$ cat src/rtl/puf_pkg.sv
// Shared types, constants and helper functions for the arbiter PUF model.
package puf_pkg;

  localparam logic [31:0] GOLDEN = 32'h9E3779B9;
  localparam int          WW     = 8;

  typedef enum logic {
    ST_IDLE = 1'b0,
    ST_BUSY = 1'b1
  } puf_state_t;

  function automatic logic [31:0] xorshift32(input logic [31:0] s);
    logic [31:0] x;
    x = s;
    x = x ^ (x << 13);
    x = x ^ (x >> 17);
    x = x ^ (x << 5);
    return x;
  endfunction

  // Wide enough that n stages of 8-bit weights can never overflow.
  function automatic int acc_width(input int n);
    return WW + $clog2(n) + 1;
  endfunction

  function automatic int cnt_width(input int n);
    return (n > 1) ? $clog2(n) : 1;
  endfunction

endpackage

$ cat src/rtl/test_if.sv
// Launch/challenge/response bundle of the arbiter PUF.
// Protocol: a 0->1 on in while state==ST_IDLE launches; sel is sampled on that
// edge; out is updated N edges later and held; state==ST_BUSY while evaluating.
interface test_if #(parameter int N = 128);
  logic                in;
  logic [N-1:0]        sel;
  logic                out;
  puf_pkg::puf_state_t state;

  modport master (output in, sel, input out, state);
  modport slave  (input in, sel, output out, state);
endinterface

$ cat src/rtl/puf_weight_gen.sv
// Combinational per-stage delay weights derived from the instance seed.
module puf_weight_gen
  import puf_pkg::*;
#(
  parameter int          CW   = 7,
  parameter logic [31:0] SEED = 32'hACE12024
) (
  input  logic [CW-1:0]        k,
  output logic signed [WW-1:0] ws,
  output logic signed [WW-1:0] wc
);

  logic [31:0] x;
  logic        unused_hi;

  always_comb begin
    x = xorshift32(SEED ^ (32'(k) * GOLDEN));
  end

  assign ws        = x[7:0];
  assign wc        = x[15:8];
  assign unused_hi = ^x[31:16];

endmodule

$ cat src/rtl/test.sv
// N-stage arbiter PUF: one switch stage per clock, arbiter resolves the sign of
// the accumulated delay difference into a held response bit.
module test
  import puf_pkg::*;
#(
  parameter int          N    = 128,
  parameter logic [31:0] SEED = 32'hACE12024
) (
  input  logic clk,
  input  logic reset,
  test_if.slave bus
);

  localparam int AW = acc_width(N);
  localparam int CW = cnt_width(N);

  logic                  in_q;
  logic [N-1:0]          chal_q;
  logic [CW-1:0]         cnt;
  logic signed [AW-1:0]  d;
  logic signed [AW-1:0]  d_next;
  logic signed [WW-1:0]  ws;
  logic signed [WW-1:0]  wc;
  puf_state_t            state_q;
  puf_state_t            state_d;
  logic                  launch;
  logic                  last;

  puf_weight_gen #(
    .CW   (CW),
    .SEED (SEED)
  ) u_wgen (
    .k  (cnt),
    .ws (ws),
    .wc (wc)
  );

  assign launch    = bus.in && !in_q;
  assign last      = (cnt == CW'(N - 1));
  assign bus.state = state_q;

  // Cross stage swaps the two racing paths, which negates the difference so far.
  always_comb begin
    d_next = chal_q[cnt] ? (-d + AW'(wc)) : (d + AW'(ws));
  end

  always_comb begin
    state_d = state_q;
    case (state_q)
      ST_IDLE: if (launch) state_d = ST_BUSY;
      ST_BUSY: if (last)   state_d = ST_IDLE;
      default:             state_d = ST_IDLE;
    endcase
  end

  always_ff @(posedge clk or negedge reset) begin
    if (!reset) begin
      state_q <= ST_IDLE;
    end else begin
      state_q <= state_d;
    end
  end

  always_ff @(posedge clk or negedge reset) begin
    if (!reset) begin
      in_q    <= 1'b0;
      chal_q  <= '0;
      cnt     <= '0;
      d       <= '0;
      bus.out <= 1'b0;
    end else begin
      in_q <= bus.in;
      if (state_q == ST_IDLE) begin
        if (launch) begin
          chal_q <= bus.sel;
          cnt    <= '0;
          d      <= '0;
        end
      end else begin
        d   <= d_next;
        cnt <= cnt + CW'(1);
        // A tie resolves to 0.
        if (last) bus.out <= (d_next > 0);
      end
    end
  end

endmodule

$ cat src/flat_wrapper.sv
// flat-port wrapper written by rule: the top's interface ports become plain ports
module test_flat import puf_pkg::*;
#(
  parameter int          N    = 128,
  parameter logic [31:0] SEED = 32'hACE12024
)
  (clk, reset, bus_in, bus_sel, bus_out, bus_state);
  test_if #(.N(N)) bus_i ();
  input  logic clk;
  input  logic reset;
  input wire logic [$bits(bus_i.in)-1:0] bus_in;
  input wire logic [$bits(bus_i.sel)-1:0] bus_sel;
  output wire logic [$bits(bus_i.out)-1:0] bus_out;
  output wire logic [$bits(bus_i.state)-1:0] bus_state;
  assign bus_i.in = bus_in;
  assign bus_i.sel = bus_sel;
  assign bus_out = bus_i.out;
  assign bus_state = bus_i.state;
  test #(.N(N), .SEED(SEED)) u_core (.clk(clk), .reset(reset), .bus(bus_i));
endmodule
$ cat config.mk
export PLATFORM = sky130hd
export DESIGN_NAME = test_flat
export DESIGN_NICKNAME = d
export VERILOG_FILES = /design/src/rtl/puf_pkg.sv /design/src/rtl/test_if.sv /design/src/rtl/puf_weight_gen.sv /design/src/rtl/test.sv /design/src/flat_wrapper.sv
export SDC_FILE = /design/constraint.sdc
export NUM_CORES = 1
export LEC_CHECK = 0
export CORE_MARGIN = 1
export CORE_UTILIZATION = 25
export DETAILED_ROUTE_END_ITERATION = 12
export DONT_BUFFER_PORTS = 1
export PLACE_DENSITY = 0.46
export SLEW_MARGIN = 10
export SYNTH_ARGS = -nofsm -noshare
export SYNTH_HDL_FRONTEND = slang
export SYNTH_SLANG_ARGS = --single-unit
$ cat constraint.sdc
create_clock -name clk -period 13.4 [get_ports clk]
set_input_delay 0 -clock clk [delete_from_list [all_inputs] [get_ports clk]]
set_output_delay 0 -clock clk [all_outputs]
set_load 0.005 [all_outputs]
==> results of run 1 <==
repair_timing:
| item | in CTS | in global routing |
|---|---|---|
| endpoints found under the hold margin | 286 | 0 |
| hold buffers | 131 | 0 |
| resized for setup | 0 | 0 |
cells by family after synthesis:
logic type,after synthesis,share of synthesized area
adders and majority gates,145,0.178
and+or+nand+nor,542,0.191
DFF,154,0.322
AOI/OAI and AO/OA,179,0.102
xor gates and xnor gates,98,0.0741
muxes,52,0.0769
buffers and inverters,162,0.0552
layer usage:
metal / part of all wire / up-vias / global-route usage
met1: 0.46 / 4545 / 0.176
met3: 0.037 / 43 / 0.0278
met5: 0 / - / 0
met4: 0.024 / 0 / 0.0494
met2: 0.48 / 190 / 0.240
li1: - / 4684 / -
worst min-delay path, delay by kind of cell:
kind,cells,cell delay [ps]
buffers and inverters,1,260
and+or+nand+nor,3,200
layout make-up:
| type | count | area (µm²) |
|---|---|---|
| repair buffers | 140 | 1400 |
| fillers | 4966 | 32300 |
| clock buffers | 19 | 443 |
| flip-flops and latches | 154 | 3860 |
| clock inverters | 11 | 173 |
| inverters | 115 | 432 |
| multi-input cells | 1016 | 7460 |
| well taps | 607 | 759 |
final timing paths:
kind	end	slack (ps)
max	u_core.bus.out	4590
min	u_core.chal_q[54]	60
max reg2reg	u_core.bus.out	4590
min reg2reg	u_core.chal_q[124]	470
max in group asynchronous	u_core.chal_q[32]	12530
min in group asynchronous	u_core.chal_q[101]	220
sequential cells by signal, summed over array words and instances, names as in the netlist:
name / count
u_core.chal_q: 128
u_core.d: 16
u_core.cnt: 7
u_core.bus.out: 1
u_core.bus.state: 1
u_core.in_q: 1
through the flow:
step / hold slack, ps / cells / utilization / worst slack (ps)
final: 57.6 / 2062 / 0.310 / 4590
after floorplan: -296 / 1332 / - / 5810
after detailed placement: -290 / 1901 / 0.268 / 4640
after CTS: 32.1 / 2062 / 0.310 / 4630
after global routing: 80.5 / 2062 / 0.310 / 4250
after global placement: -291 / 1901 / 0.268 / 4850
cell usage in the layout, fill, tap and decap left out, types with 4 or more instances in the layout:
cell type | netlist | routed
or4_1 | 4 | 4
mux2_2 | 9 | 9
inv_1 | 114 | 114
or2_2 | 6 | 6
o22ai_1 | 7 | 7
xnor2_1 | 71 | 71
a21oi_1 | 44 | 44
a211oi_1 | 9 | 9
fa_1 | 43 | 43
o21ai_1 | 10 | 10
a31oi_1 | 4 | 4
nor4_1 | 6 | 6
dlygate4sd3_1 | 0 | 130
nand2_1 | 409 | 409
o21a_1 | 7 | 7
o21bai_1 | 6 | 6
bufinv_16 | 0 | 4
o31ai_1 | 5 | 5
a21o_1 | 20 | 20
o21ai_0 | 18 | 18
xor2_1 | 25 | 25
nor2_1 | 30 | 30
nand3_1 | 18 | 18
dfrtp_1 | 154 | 152
nand4_1 | 5 | 5
nor3_1 | 14 | 14
buf_4 | 1 | 9
a22o_1 | 15 | 15
nand2b_1 | 16 | 16
o2111ai_1 | 4 | 4
nor2b_1 | 11 | 11
and2_1 | 5 | 5
ha_1 | 102 | 102
clkbuf_16 | 0 | 17
mux2i_1 | 11 | 11
mux4_2 | 31 | 31
==> results.yml, run 1 <==
sta:
  rsz0062_at_grt: "no"
  finalMaxSlewViolations: 0
  clock_skew_ps: 10.4
  slew-limit-headroom: 0.318
  tightest_slew_ps: 1020
  fin_crit_sh: 0.657
  setup-tns-final_ps: 0
  period_needed_ps: 8810
  setup_viol: 0
  finalHoldViolCount: 0
  fmax_mhz: 114
clocking:
  numCtsBuffers: 17
  clockBufferDepth: 2
  cts_root_buf: "clkbuf_16"
  cts_setup_buffers: 0
  cts_tree: "built"
  path_clk_slew_ps: 70
  htreeDepth: 4
  insertion_delay_ps: 450
  clock-sinks: 154
place:
  hpwl_mm: 25.0
  placed_area_mm2: 0.0126
  io_buffers: 0
  place.gp.congestion: 0.871
drt:
  ant_nets: 0
  drc_errors: 0
  wire_per_inst_um: 16.4
  routed-via-count: 9462
  drt_iter0_markers: 448
  firstDrtPassIters: 5
  vias_per_cell: 4.59
  drt_wl_total_mm: 33.8
synth:
  syn_nets: 1608
  yosysSeqAreaShare: 0.322
  syn_area_mm2: 0.0120
  synth_top_area_frac: 0.322
  async_reset_ff_frac: 1.00
  yosysWarningCount: 0
  syn_area_per_cell_um2: 8.99
  synthTopCellsByArea: "dfrtp_1 (32%), nand2_1 (13%), ha_1 (11%)"
  synth_cell_types: 74
  yosysMostFrequentCell: "nand2_1"
  syn_inst: 1332
  yosysTopAreaCell: "dfrtp_1"
  synth-main-ff-cell: "dfrtp_1"
  yosys_register_bits: 154
  synth-edff-count: 0
  yosys-top-cells-count: "nand2_1 (409), dfrtp_1 (154), inv_1 (114)"
floorplanning:
  die_y_um: 221
  num_rows: 79
  die_w_um: 221
  core_area_mm2: 0.0469
  die_area_mm2: 0.0488
  start_util: 0.256
  io_pins: 133
setup_path:
  crit_path_start: "u_core.cnt[2]"
  worst-path-stages: 30
  reg2reg_depth: 30
  r2r_start: "u_core.cnt[2]"
  endpoint_kind: "register"
  cp_max_fo: 38
  worstSetupPathType: "reg -> reg"
  cp_num_buf_inv: 3
  crit_path_start_kind: "register"
  cp_slowest_stage_delay_ps: 630
  slowest_stage: "fa_1"
  arrival_ps: 9140
  crit_required_ps: 13730
  crit_family: "compound AO/OA/AOI/OAI gates"
cells_and_area:
  drive_gt1_frac: 0.0646
  antenna_cells: 0
  nNetsFinal: 1720
  design_area_mm2: 0.0145
  syn2layout_area_growth_pct: 21.3
run:
  drv_cap: 0
grt:
  gr-total-overflow: 0
  grt_pass1_vias: 9985
  grt_max_degree: 155
  grt_pass1_wl_mm: 54.2
  grt_use_total: 0.141
  grt_antenna_before_repair: 0
hold_path:
  hp-start: "bus_in"
  whs_path_depth: 4
  worstHoldPathType: "in -> reg"
status:
  status: "complete, no violations"
Power of run 1 is not shown: default switching activity piles up to over one toggle a cycle in this logic, so the estimate is an artifact.
==> inputs of run 2 (changes only) <==
==> constraint.sdc (replaced) <==
create_clock -name clk -period 8.4 [get_ports clk]
set_input_delay 0 -clock clk [delete_from_list [all_inputs] [get_ports clk]]
set_output_delay 0 -clock clk [all_outputs]
set_load 0.005 [all_outputs]
==> run 2 against run 1 <==
Setup slack worse by 4200 ps. Sequential cell count unchanged. Via count increased by 1.1%. Wire length rose by 0.69%. Maximum frequency rose by 9.9%. Critical path depth is 1 higher. Global-route usage up 0.17 points.
==> results.yml, run 2 (same netlist as run 1, synthesis figures left out) <==
cells_and_area:
  final_cell_mix: "nand2_1 (409), dfrtp_1 (151), dlygate4sd3_1 (130), inv_1 (114), ha_1 (101)"
  fillers: 4956
  top_register: "u_core.chal_q"
  syn2layout_area_growth_pct: 23.2
  drive_gt1_frac: 0.0902
  largest_reg_flops: 128
  reg_top3: "u_core.chal_q (128), u_core.d (16), u_core.cnt (7)"
  nNetsFinal: 1738
  final_common_cell: "nand2_1"
clocking:
  path_clk_slew_ps: 70
  clockBufferDepth: 2
  cts_root_buf: "clkbuf_16"
  htreeDepth: 4
  numCtsBuffers: 17
  clock-sinks: 154
  cts_tree: "built"
  insertion_delay_ps: 450
setup_path:
  crit_path_start_kind: "register"
  cp_num_buf_inv: 3
  crit_required_ps: 8740
  slowest_stage: "fa_1"
  endpoint_kind: "register"
  r2r_start: "u_core.cnt[5]"
  rr_endpoint: "u_core.bus.out"
  crit_path_start: "u_core.cnt[5]"
  cp_max_fo: 11
  reg2reg_depth: 31
  cp_slowest_stage_delay_ps: 580
  arrival_ps: 8350
  crit_family: "compound AO/OA/AOI/OAI gates"
  worstSetupPathType: "reg -> reg"
  r2r_slack_ps: 390
  worst-path-stages: 31
  critPathCapture: "u_core.bus.out"
sta:
  finalMaxSlewViolations: 0
  clock_skew_ps: 9.85
  hold_ws_ps: 43.2
  finalHoldViolCount: 0
  fin_crit_sh: 0.954
  tightest_slew_ps: 1060
  period_needed_ps: 8010
  setup_viol: 0
  fmax_mhz: 125
  slew-limit-headroom: 0.296
grt:
  grt_use_total: 0.142
  met2_usage: 0.243
  grt_pass1_wl_mm: 54.9
  top_usage_layer: "met2"
  grt_pass1_vias: 10049
  use_met1: 0.179
  grt_max_degree: 155
  grt_use_met3: 0.0278
  gr-total-overflow: 0
  grt_antenna_before_repair: 1
place:
  io_buffers: 0
  place.gp.congestion: 0.875
  hpwl_mm: 25.3
drt:
  routed-via-count: 9563
  drt_iter0_markers: 535
  wire_per_inst_um: 16.3
  vias_per_cell: 4.59
  drt_wl_total_mm: 34.0
  ant_nets: 0
  drc_errors: 0
  firstDrtPassIters: 5
floorplanning:
  die_y_um: 221
  num_rows: 79
  start_util: 0.256
  die_area_mm2: 0.0488
  core_area_mm2: 0.0469
  die_w_um: 221
  io_pins: 133
run:
  drv_cap: 0
status:
  status: "complete, no violations"
hold_path:
  worstHoldPathType: "in -> reg"
==> run 2: cell types whose count changed in the layout (fill, tap and decap cells not counted), sizes merged <==
cell,before,now
diode,0,1
clkinvlp,0,1
bufinv,4,2
clkinv,6,5
clkbuf,19,17
buf,10,28
inv,116,122
==> run 2: tightest hold or removal path, cell delays in order <==
cell	delay, ps
nand3b_1	50
buf_4	250
nand2_1	110
nand2_1	50
==> run 2: per-layer routing <==
metal / wire, µm / vias up
met3: 1320 / 44
met5: 0 / -
met2: 16400 / 205
met4: 885 / 0
li1: - / 4729
met1: 15400 / 4585
==> run 2: through the flow <==
stage                util  cell area [µm²]  cells  TNS (ps)  setup WS [ps]
floorplan               -            12000   1332         0            812
global placement    0.271            12700   1916         0            312
detailed placement  0.271            12700   1916         0            118
CTS                 0.312            14600   2079         0           51.1
global route        0.315            14700   2083     -38.5          -38.5
finish              0.315            14700   2083         0            386
==> run 2: worst min path at each step <==
stage | depth (start not counted) | end | startpoint
floorplan | 0 | u_core.bus.out | reset
global placement | 0 | u_core.chal_q[100] | reset
detailed placement | 0 | u_core.chal_q[100] | reset
CTS | 4 | u_core.chal_q[76] | bus_in
global route | 4 | u_core.chal_q[61] | bus_in
finish | 4 | u_core.chal_q[54] | bus_in
==> run 2: cell type report <==
class / count / area, µm² / share of cell area
antenna: 1 / 2.50 / 0.000170
clock buffer: 17 / 425 / 0.0288
clock inverter: 15 / 185 / 0.0126
inverter: 115 / 432 / 0.0293
multi-input combinational: 1016 / 7550 / 0.512
sequential: 154 / 3860 / 0.262
tap: 607 / 759 / 0.0515
timing repair buffer: 158 / 1530 / 0.104
==> run 2: repair_timing <==
action,in CTS,in global routing
resized for setup,0,19
setup endpoints to repair,0,1
setup buffers,0,3
hold endpoints to repair,286,0
hold buffers,131,0
Power of run 2 is left out for the same reason.
==> inputs of run 3 (changes only) <==
--- a/config.mk
+++ b/config.mk
@@ -5,11 +5,13 @@
 export SDC_FILE = /design/constraint.sdc
 export NUM_CORES = 1
 export LEC_CHECK = 0
+export CELL_PAD_IN_SITES_DETAIL_PLACEMENT = 1
+export CELL_PAD_IN_SITES_GLOBAL_PLACEMENT = 1
 export CORE_MARGIN = 1
 export CORE_UTILIZATION = 25
 export DETAILED_ROUTE_END_ITERATION = 12
 export DONT_BUFFER_PORTS = 1
-export PLACE_DENSITY = 0.46
+export PLACE_DENSITY = 0.54
 export SLEW_MARGIN = 10
 export SYNTH_ARGS = -nofsm -noshare
 export SYNTH_HDL_FRONTEND = slang
==> run 3 against run 2 <==
The run now ends with design-rule violations left. Highest routed layer unchanged. Sequential share of layout area shrank 0.078 points. Sequential cell count is the same. Critical path type unchanged. Setup slack improved by 6.5 ps.
==> results.yml, run 3 (same netlist as run 1, synthesis figures left out) <==
run:
  drv_cap: 0
sta:
  slew-limit-headroom: 0.200
  finalHoldViolCount: 0
  hold_ws_ps: 36.1
  fmax_mhz: 125
  setup-tns-final_ps: 0
  clock_skew_ps: 15.6
  setup_viol: 0
  finalMaxSlewViolations: 0
  tightest_slew_ps: 1200
  fin_crit_sh: 0.953
  period_needed_ps: 8010
drt:
  wire_per_inst_um: 18.0
  drc_errors: 4
  firstDrtPassIters: 10
  drt_iter0_markers: 436
  ant_nets: 0
  vias_per_cell: 4.69
  routed-via-count: 9800
  drt_wl_total_mm: 37.5
place:
  hpwl_mm: 28.3
  place.gp.congestion: 0.858
  io_buffers: 0
cells_and_area:
  syn2layout_area_growth_pct: 23.6
  multi_input_area_mm2: 0.00756
  drive_gt1_frac: 0.0940
  reg_top3: "u_core.chal_q (128), u_core.d (16), u_core.cnt (7)"
  nNetsFinal: 1742
  top_register: "u_core.chal_q"
  fillers: 5497
  seqCellArea_mm2: 0.00386
  final_cell_mix: "nand2_1 (409), dfrtp_1 (150), dlygate4sd3_1 (130), inv_1 (112), ha_1 (102)"
  final_common_cell: "nand2_1"
  largest_reg_flops: 128
floorplanning:
  io_pins: 133
  die_y_um: 221
  die_w_um: 221
  core_area_mm2: 0.0469
  num_rows: 79
  start_util: 0.256
  die_area_mm2: 0.0488
setup_path:
  worstSetupPathType: "reg -> reg"
  cp_max_fo: 7
  arrival_ps: 8320
  cp_slowest_stage_delay_ps: 610
  crit_path_start_kind: "register"
  endpoint_kind: "register"
  cpMostUsedCell: "inv_1"
  crit_required_ps: 8710
  slowest_stage: "fa_2"
grt:
  grt_use_total: 0.157
  grt_pass1_vias: 10852
  grt_pass1_wl_mm: 60.2
  grt_max_degree: 155
  grt_antenna_before_repair: 2
  gr-total-overflow: 0
clocking:
  insertion_delay_ps: 450
  numCtsBuffers: 17
  path_clk_slew_ps: 60
  htreeDepth: 4
  cts_tree: "built"
  clock-sinks: 154
  clockBufferDepth: 2
  cts_root_buf: "clkbuf_16"
hold_path:
  worstHoldPathType: "in -> reg"
status:
  violations: "design-rule violations"
  status: "complete, but fails checks"
run 3: final cells by class:
class                           count  area share
Multi-Input combinational cell   1016       0.511
Sequential cell                   154       0.261
Timing Repair Buffer              162       0.106
Tap cell                          607      0.0513
Clock buffer                       19      0.0306
Inverter                          115      0.0292
Clock inverter                     13      0.0112
Antenna cell                        2    0.000338
run 3: critical path: cells and delay by family, from the launching register on:
kind            cells  cell delay [ps]
xor+xnor            3             1070
simple gates        6             1920
flops               1              470
compound gates      8             1290
fa+ha+maj           6             2890
buf+inv             4              230
run 3: through the flow:
step	cells	util	area, µm²	setup WS (ps)
2_1_floorplan	1332	-	12000	812
3_3_place_gp	1921	0.272	12700	288
3_5_place_dp	1921	0.272	12700	140
4_1_cts	2084	0.313	14700	105
5_1_grt	2086	0.316	14800	-72.3
6_report	2088	0.316	14800	392
run 3: worst paths after layout:
check | startpoint | end | slack (ps) | depth (start not counted)
min in group asynchronous | reset | u_core.chal_q[94] | 180 | 2
max reg2reg | u_core.cnt[4] | u_core.bus.out | 390 | 27
min | bus_in | u_core.bus.state | 40 | 3
max | u_core.cnt[4] | u_core.bus.out | 390 | 27
max in group asynchronous | reset | u_core.cnt[4] | 7490 | 2
min reg2reg | u_core.chal_q[14] | u_core.chal_q[14] | 470 | 2
run 3: what timing repair did:
item / in CTS / in global routing
hold buffers: 131 / 0
resized for setup: 0 / 22
hold endpoints to repair: 283 / 0
setup buffers: 0 / 2
endpoints found under the setup margin: 0 / 1
run 3: layer usage:
metal  GRT usage  share of wire  up-vias  routed length (µm)
li1            -              -     4722                   -
met1       0.199           0.46     4906               17300
met2       0.277           0.49      135               18400
met3      0.0235          0.030       37                1110
met4      0.0440          0.017        0                 649
met5           0              0        -                   0
Power of run 3 is left out for the same reason.
